### src/rtl/dm_access_pkg.sv
// Shared definitions for the data-memory access sequencer: access-size codes,
// sequencer states and the access-legality check.
package dm_access_pkg;

    localparam logic [1:0] SZ_BYTE = 2'b00;
    localparam logic [1:0] SZ_HALF = 2'b01;
    localparam logic [1:0] SZ_WORD = 2'b10;
    localparam logic [1:0] SZ_RSVD = 2'b11;

    typedef enum logic [2:0] {
        IDLE  = 3'd0,
        RD    = 3'd1,
        LOAD  = 3'd2,
        MERGE = 3'd3,
        WR    = 3'd4,
        ERR   = 3'd5
    } state_t;

    // True when the access must be rejected without touching memory.
    function automatic logic acc_error(input logic [1:0]  sz,
                                       input logic [11:0] a,
                                       input int unsigned depth);
        logic bad;
        bad = 1'b0;
        if (sz == SZ_RSVD)
            bad = 1'b1;
        if ((sz == SZ_HALF) && a[0])
            bad = 1'b1;
        if ((sz == SZ_WORD) && (a[1:0] != 2'b00))
            bad = 1'b1;
        if ({22'd0, a[11:2]} >= depth)
            bad = 1'b1;
        return bad;
    endfunction

endpackage

### src/rtl/dm_lane_merge.sv
// Combinational big-endian lane logic: inserts store data into a memory word
// and extracts/extends load data from it (byte 0 = [31:24], half 0 = [31:16]).
module dm_lane_merge
    import dm_access_pkg::*;
(
    input  logic [31:0] i_word,
    input  logic [1:0]  i_offset,
    input  logic [1:0]  i_size,
    input  logic [31:0] i_wdata,
    input  logic        i_uns,
    output logic [31:0] o_merged,
    output logic [31:0] o_load
);

    logic [3:0] w_lane_sel;
    logic [7:0] w_lane_wbyte [4];
    logic [7:0] w_lane_rbyte [4];
    logic [7:0]  w_byte;
    logic [15:0] w_half;

    genvar gi;
    generate
        for (gi = 0; gi < 4; gi++) begin : g_lane
            localparam int         HI   = 31 - 8 * gi;
            localparam logic [1:0] LANE = 2'(gi);

            assign w_lane_sel[gi] = (i_size == SZ_BYTE) ? (i_offset == LANE) :
                                    (i_size == SZ_HALF) ? (i_offset[1] == LANE[1]) :
                                                          1'b1;

            // Sub-word store data arrives right-aligned; route it to this lane.
            assign w_lane_wbyte[gi] = (i_size == SZ_BYTE) ? i_wdata[7:0] :
                                      (i_size == SZ_HALF) ? (LANE[0] ? i_wdata[7:0] : i_wdata[15:8]) :
                                                            i_wdata[HI -: 8];

            assign o_merged[HI -: 8] = w_lane_sel[gi] ? w_lane_wbyte[gi] : i_word[HI -: 8];
            assign w_lane_rbyte[gi]  = i_word[HI -: 8];
        end
    endgenerate

    assign w_byte = w_lane_rbyte[i_offset];
    assign w_half = i_offset[1] ? i_word[15:0] : i_word[31:16];

    always_comb begin
        o_load = i_word;
        case (i_size)
            SZ_BYTE: o_load = {{24{~i_uns & w_byte[7]}}, w_byte};
            SZ_HALF: o_load = {{16{~i_uns & w_half[15]}}, w_half};
            default: o_load = i_word;
        endcase
    end

endmodule

### src/rtl/dm_access_ctrl.sv
// Load/store sequencer in front of a word-only single-port data memory:
// sub-word stores become read-modify-write, sub-word loads are extracted.
module dm_access_ctrl
    import dm_access_pkg::*;
#(
    parameter int unsigned DEPTH_WORDS = 32
) (
    input  logic        clk,
    input  logic        rst,
    input  logic        req,
    input  logic        we,
    input  logic [1:0]  size,
    input  logic        uns,
    input  logic [11:0] addr,
    input  logic [31:0] wdata,
    output logic        ack,
    output logic        err,
    output logic [31:0] rdata,
    output logic        dm_dmwr,
    output logic        dm_wren,
    output logic [9:0]  dm_address,
    output logic [31:0] dm_din,
    input  logic [31:0] dm_dout
);

    state_t      r_state;
    state_t      w_state_next;
    logic        w_capture;
    logic        w_ack_next;

    logic        r_we;
    logic [1:0]  r_size;
    logic        r_uns;
    logic [1:0]  r_offset;
    logic [31:0] r_wdata;

    logic        r_ack;
    logic        r_err;
    logic [31:0] r_rdata;
    logic        r_dmwr;
    logic [9:0]  r_address;
    logic [31:0] r_din;

    logic [31:0] w_merged;
    logic [31:0] w_load;

    dm_lane_merge u_lane_merge (
        .i_word   (dm_dout),
        .i_offset (r_offset),
        .i_size   (r_size),
        .i_wdata  (r_wdata),
        .i_uns    (r_uns),
        .o_merged (w_merged),
        .o_load   (w_load)
    );

    assign w_capture = (r_state == IDLE) && req;

    always_comb begin
        w_state_next = r_state;
        case (r_state)
            IDLE: begin
                if (req) begin
                    if (acc_error(size, addr, DEPTH_WORDS))
                        w_state_next = ERR;
                    else if (we && (size == SZ_WORD))
                        w_state_next = WR;
                    else
                        w_state_next = RD;
                end
            end
            RD:      w_state_next = r_we ? MERGE : LOAD;
            MERGE:   w_state_next = WR;
            LOAD:    w_state_next = IDLE;
            WR:      w_state_next = IDLE;
            ERR:     w_state_next = IDLE;
            default: w_state_next = IDLE;
        endcase
        w_ack_next = (w_state_next == LOAD) || (w_state_next == WR) || (w_state_next == ERR);
    end

    // Outputs are loaded from the next state so they are clean registers
    // that are asserted exactly while the matching state is current.
    always_ff @(posedge clk) begin
        if (rst) begin
            r_state   <= IDLE;
            r_ack     <= 1'b0;
            r_err     <= 1'b0;
            r_rdata   <= '0;
            r_dmwr    <= 1'b0;
            r_address <= '0;
            r_din     <= '0;
            r_we      <= 1'b0;
            r_size    <= SZ_BYTE;
            r_uns     <= 1'b0;
            r_offset  <= '0;
            r_wdata   <= '0;
        end else begin
            r_state <= w_state_next;
            r_ack   <= w_ack_next;
            r_err   <= (w_state_next == ERR);
            r_dmwr  <= (w_state_next == WR);

            if (w_capture) begin
                r_we     <= we;
                r_size   <= size;
                r_uns    <= uns;
                r_offset <= addr[1:0];
                r_wdata  <= wdata;
            end

            if (w_capture && (w_state_next != ERR))
                r_address <= addr[11:2];

            if (w_capture && (w_state_next == WR))
                r_din <= wdata;
            else if (r_state == MERGE)
                r_din <= w_merged;

            if (r_state == LOAD)
                r_rdata <= w_load;
        end
    end

    // Memory read data is only valid in LOAD, so the load result bypasses the
    // holding register in that cycle.
    assign rdata      = (r_state == LOAD) ? w_load : r_rdata;
    assign ack        = r_ack;
    assign err        = r_err;
    assign dm_dmwr    = r_dmwr;
    assign dm_wren    = r_dmwr;
    assign dm_address = r_address;
    assign dm_din     = r_din;

endmodule

### config.mk
export PLATFORM = sky130hd
export DESIGN_NAME = dm_access_ctrl
export DESIGN_NICKNAME = d
export VERILOG_FILES = /design/src/rtl/dm_access_pkg.sv /design/src/rtl/dm_lane_merge.sv /design/src/rtl/dm_access_ctrl.sv
export SDC_FILE = /design/constraint.sdc
export NUM_CORES = 1
export LEC_CHECK = 0
export BUFFER_PORTS_ARGS = -buffer_cell sky130_fd_sc_hd__buf_2
export CORE_MARGIN = 10
export CORE_UTILIZATION = 52
export CTS_BUF_LIST = sky130_fd_sc_hd__clkbuf_2 sky130_fd_sc_hd__clkbuf_4 sky130_fd_sc_hd__clkbuf_8
export DETAILED_ROUTE_END_ITERATION = 10
export PLACE_DENSITY = 0.79
export SLEW_MARGIN = 40
export SYNTH_ARGS = -nofsm -noshare
export SYNTH_HDL_FRONTEND = slang
export SYNTH_HIERARCHICAL = 1
export SYNTH_SLANG_ARGS = --single-unit
### constraint.sdc
create_clock -name clk -period 2.38 [get_ports clk]
set_input_delay 0.119 -clock clk [delete_from_list [all_inputs] [get_ports clk]]
set_output_delay 0.119 -clock clk [all_outputs]
set_load 0.01 [all_outputs]
==> results.cfg, run 1 <==
[outcome]
outcome = finished clean

[grt]
grt_remaining_overflow = 0
antenna_found_initial = 1
grt_pass1_wl_um = 32200
grt_usage = 0.243
grt_max_degree = 63
grt_pass1_vias = 6047

[route]
first_pass_iters = 5
first_iter_violations = 608
drc = 0
vias = 6123
drt_wl_total_um = 20500
viasPerCell = 5.88
wl_per_cell_um = 19.7
final_antenna_net_count = 0

[critical_path]
reg2reg_slack_ns = 0.13
r2r_end = dm_din[26]
crit_path_end_kind = primary output
r2r_cells = 4
regToRegStartpoint = r_state[2]
cp.arrival_ns = 2.20
critical_path_class = reg2out
start_kind = flip-flop
crit_path_max_fanout = 24
required_ns = 2.26

[final_layout]
most-common-layout-cells = buf_2 (160), dfxtp_1 (114), nand2_1 (95)
mostFrequentLayoutCell = buf_2
final_cells = 1041
drive_above_1_share = 0.348
fin_nets = 970
syn_to_final_growth_pct = 27.9
fin_area_sq_um = 7820

[cts]
cts_buffers = 17
path_clk_slew_ns = 0.06
insertion_delay_ns = 0.44
cts_sinks = 118
cts_setup_buffers = 0
cts-root-buf = clkbuf_8
cts-htree-levels = 4
cts_tree = yes
clock_path_buffers = 2

[logic_synthesis]
ys.flop_type = dfxtp_1
synth-seq-cells = 118
seq_area_frac_synth = 0.386
synth-edff-count = 0
yosysTopAreaCell = dfxtp_1
synth_area_sq_um = 6110
yosys.area.top_type_share = 0.386
syn_nets = 786
async_flop_share = 0
synthTopCellsByArea = dfxtp_1 (39%), mux2_2 (13%), nand2_1 (5.8%)
synth_cells = 703
ys_warn_count = 6
avgSynthCellArea_sq_um = 8.70
synth_cell_types = 50

[placement]
dpl.cell_count = 967
globalplace.congestion = 0.893
place_area_sq_um = 6980
hpwlAfterDp_um = 14400
io_buffers = 160

[timing]
tightestPinTransition_ns = 0.600
holdWs_ns = 0.179
max-slew-margin-rel = 0.594
hold_violations = 0
rsz0062_at_grt = true
fin_crit_sh = 0.975
drv_slew = 0
skew_ns = 0.0107
setup_viol = 0
fmax_ghz = 0.431
fin_crit_ns = 2.32

[floorplanning]
die-area_sq_um = 16500
initial_core_util = 0.533
ioPinCount = 161
die_w_um = 128
die_height_um = 128
std_cell_rows = 39
coreArea_sq_um = 11500

[min_path]
min_from = addr[7]
worst_hold_path_type = in2reg
min_to = r_state[0]
hold_path_depth = 4

[pwr]
p_per_area_nw_per_um2 = 623
leakage_nw = 3.50
ir_drop_mv = 0.444

[run]
drv_cap = 0
[critical path, stage by stage (launching register included)]
cell	delay (ns)
dfxtp_4	0.38
mux2_2	0.36
a22oi_2	0.18
buf_6	0.23
o221ai_1	0.16
mux2_2	0.30
buf_2	0.14
[what timing repair did]
item,4_1_cts,5_1_grt
hold endpoints to repair,68,0
hold buffers,44,0
endpoints found under the setup margin,29,29
gates cloned,0,0
gates resized for setup,4,5
[stage by stage]
stage	setup WS (ns)	util	total power [mW]	setup TNS, ns
floorplan	0.271	-	2.78	0
CTS	0.00214	0.680	4.87	0
global route	-0.0230	0.682	5.06	-0.0679
detailed placement	0.160	0.609	3.09	0
global placement	0.242	0.609	3.07	0
finish	0.0595	0.682	4.88	0
[sequential cells by signal, indices dropped and copies added, names as in the netlist, 2 cells and up]
name and flops:
dm_din 32, r_rdata 32, r_wdata 32, dm_address 10, r_state 3, r_offset 2
r_size 2
[cells in the mapped netlist, types with 2 or more instances]
cell type,number
a221o_1,7
mux2_2,70
and3_1,5
or2_4,2
nor2_1,44
o211ai_1,2
nand4_1,2
mux2_4,13
o21ai_0,33
a211oi_1,4
a21oi_1,44
inv_1,6
o22ai_1,17
buf_6,5
a22oi_1,11
buf_2,13
mux2i_1,21
clkbuf_1,35
buf_1,2
dfxtp_1,118
a21boi_0,4
and2_1,35
nor3_1,52
nor2b_1,19
buf_4,3
a21o_1,2
nand3_1,5
nor3b_1,2
nor4b_1,2
or2_2,2
nand2_1,95
or3_1,4
o221ai_1,7
[layer usage]
| layer | global-route usage | vias up | part of all wire |
|---|---|---|---|
| li1 | - | 2851 | - |
| met2 | 0.393 | 321 | 0.47 |
| met5 | 0 | - | 0 |
| met1 | 0.296 | 2900 | 0.41 |
| met4 | 0.103 | 0 | 0.028 |
| met3 | 0.0669 | 51 | 0.092 |
[cell type report]
type,count,area (sq um)
diodes,1,2.50
clock buffers,25,325
clock inverters,4,45.0
fillers,921,3640
inverters,6,22.5
multi-input cells,521,3470
flip-flops and latches,118,2370
well taps,143,179
repair buffers,223,1400
[worst max-delay path by stage]
stage / startpoint / to / slack (ns) / cells after the start
final: r_offset[0] / rdata[14] / 0.06 / 6
after global routing: r_offset[0] / rdata[14] / -0.02 / 6
after CTS: r_size[1] / rdata[0] / 0.002 / 5
after detailed placement: r_state[2] / dm_din[26] / 0.16 / 4
after global placement: r_state[2] / dm_din[22] / 0.24 / 4
after floorplan: r_state[2] / dm_din[30] / 0.27 / 8
[cells by family after synthesis]
family,after synthesis,share of synthesized area
flip-flops,118,0.386
AO/OA/AOI/OAI,141,0.147
buffers and inverters,64,0.0499
AND/OR/NAND/NOR,276,0.222
multiplexers,104,0.195
[where the power goes]
| group | switching [mW] | internal (mW) |
|---|---|---|
| clock | 0.759 | 0.976 |
| sequential | 0.0674 | 2.05 |
| combinational | 0.542 | 0.481 |
Power figures use the tool's default switching activity.
==> run 2: changes to the inputs <==
--- a/config.mk
+++ b/config.mk
@@ -10,7 +10,8 @@
 export CORE_UTILIZATION = 52
 export CTS_BUF_LIST = sky130_fd_sc_hd__clkbuf_2 sky130_fd_sc_hd__clkbuf_4 sky130_fd_sc_hd__clkbuf_8
 export DETAILED_ROUTE_END_ITERATION = 10
-export PLACE_DENSITY = 0.79
+export GPL_ROUTABILITY_DRIVEN = 0
+export PLACE_DENSITY = 0.85
 export SLEW_MARGIN = 40
 export SYNTH_ARGS = -nofsm -noshare
 export SYNTH_HDL_FRONTEND = slang
==> constraint.sdc (replaced) <==
create_clock -name clk -period 2.38 [get_ports clk]
set_input_delay 0.119 -clock clk [delete_from_list [all_inputs] [get_ports clk]]
set_output_delay 0.119 -clock clk [all_outputs]
set_load 0.1 [all_outputs]
==> run 2 against run 1 <==
The run now ends with setup timing left. Total power up 12%. Sequential cell count unchanged. Fmax down 3.2%. Critical endpoint is now rdata[12].
==> results.cfg, run 2 (synthesis gave the netlist of run 1 again) <==
[pwr]
leakage_nw = 3.57
ir_drop_mv = 0.476
power_mw = 5.46
p_per_area_nw_per_um2 = 668

[cts]
cts-htree-levels = 4
cts_buffers = 17
clock_path_buffers = 2
path_clk_slew_ns = 0.08
cts_tree = yes
insertion_delay_ns = 0.44
cts_sinks = 118
cts-root-buf = clkbuf_8

[min_path]
min_from = addr[8]
worst_hold_path_type = in2reg

[floorplanning]
die_w_um = 128
die-area_sq_um = 16500
die_height_um = 128
initial_core_util = 0.533
std_cell_rows = 39
ioPinCount = 161
coreArea_sq_um = 11500

[timing]
fmax_ghz = 0.417
fin_crit_ns = 2.40
rsz0062_at_grt = true
holdWs_ns = 0.109
drv_slew = 0
layout_setup_ws_ns = -0.0177
setup_viol = 3
tightestPinTransition_ns = 0.621
skew_ns = 0.0122
max-slew-margin-rel = 0.586
hold_violations = 0
fin_crit_sh = 1.01

[critical_path]
crit_path_max_fanout = 24
critPathSlowestCell = dfxtp_4
slowest_delay_ns = 0.39
path_delay_family = multiplexers
crit_path_end_kind = primary output
path_buf_inv = 2
critPathLaunch = r_offset[0]
cpMostUsedCell = mux2_2
required_ns = 2.26
regToRegStartpoint = r_state[2]
start_kind = flip-flop
cp_cell_sequence = mux2_2, a22oi_2, buf_8, o221ai_1, mux2_2, buf_6
cp.arrival_ns = 2.28
critical_path_class = reg2out

[route]
first_pass_iters = 6
met2_length_um = 9820
vias = 6194
drc = 0
wl_met3_um = 1990
drt_wl_total_um = 21000
viasPerCell = 5.91
top_layer_used = met4
met1_length_um = 8420
first_iter_violations = 778
wl_per_cell_um = 20.0
final_antenna_net_count = 0

[grt]
grt_pass1_vias = 6147
grt_remaining_overflow = 0
grt_pass1_wl_um = 32400
antenna_found_initial = 0
grt_max_degree = 56
grt_usage = 0.242

[outcome]
outcome = finished, violations left
violations = setup timing

[final_layout]
antennaDiodeCount = 0
most-common-layout-cells = buf_2 (128), dfxtp_1 (114), nand2_1 (95)
fin_nets = 975
mostFrequentLayoutCell = buf_2
fin_area_sq_um = 8160
drive_above_1_share = 0.355
syn_to_final_growth_pct = 33.5
num-fill-cells = 825

[placement]
io_buffers = 160
hpwlAfterDp_um = 14100
place_area_sq_um = 7020

[run]
drv_cap = 0
==> run 2: cell types whose count changed in the layout (fill, tap and decap cells not counted), moves of 3 or more <==
| cell | before | now |
|---|---|---|
| buf_2 | 160 | 128 |
| buf_4 | 16 | 20 |
| buf_6 | 2 | 27 |
| buf_8 | 0 | 6 |
| clkbuf_8 | 22 | 18 |
| clkinv_4 | 0 | 4 |
| clkinvlp_4 | 0 | 3 |
| mux2_2 | 70 | 65 |
| mux2_4 | 13 | 18 |
==> run 2: worst paths after layout <==
path	to	slack [ns]	depth (start not counted)
min	r_state[0]	0.11	4
max	rdata[12]	-0.02	6
max reg2reg	dm_din[22]	0.19	6
min reg2reg	r_wdata[17]	0.46	2
==> run 2: through the flow <==
step | setup TNS [ns] | util | cells | setup slack, ns
floorplan | 0 | - | 703 | 0.192
global placement | 0 | 0.611 | 969 | 0.211
detailed placement | 0 | 0.612 | 969 | 0.164
CTS | 0 | 0.698 | 1045 | 0.00145
global route | -0.262 | 0.712 | 1048 | -0.0432
finish | -0.0297 | 0.712 | 1048 | -0.0177
==> run 2: layer usage <==
metal	track usage	vias to the layer above
met3	0.0817	57
met4	0.124	0
met5	0	-
met1	0.291	2918
li1	-	2869
met2	0.377	350
==> run 2: report_power, final <==
group	switching, mW	internal (mW)
combinational	0.839	0.534
clock	0.895	1.07
sequential	0.0682	2.05
==> run 2: tightest hold or removal path: stages <==
cell,delay (ns)
buf_2,0.08
nor3_1,0.06
nand4_1,0.07
a32o_1,0.18
==> run 2: area by class of cell <==
class	count	area (sq um)	area share
inverter	6	22.5	0.00276
timing repair buffer	228	1670	0.205
sequential	118	2380	0.291
clock buffer	18	248	0.0303
multi-input combinational	521	3490	0.427
tap	143	179	0.0219
clock inverter	14	175	0.0215
==> run 2: repair_timing <==
item	in CTS	in global routing
pin swaps	2	2
cloned	0	0
hold endpoints to repair	70	0
gates resized for setup	46	39
setup endpoints to repair	32	35
hold buffers	44	0
buffers inserted	0	3
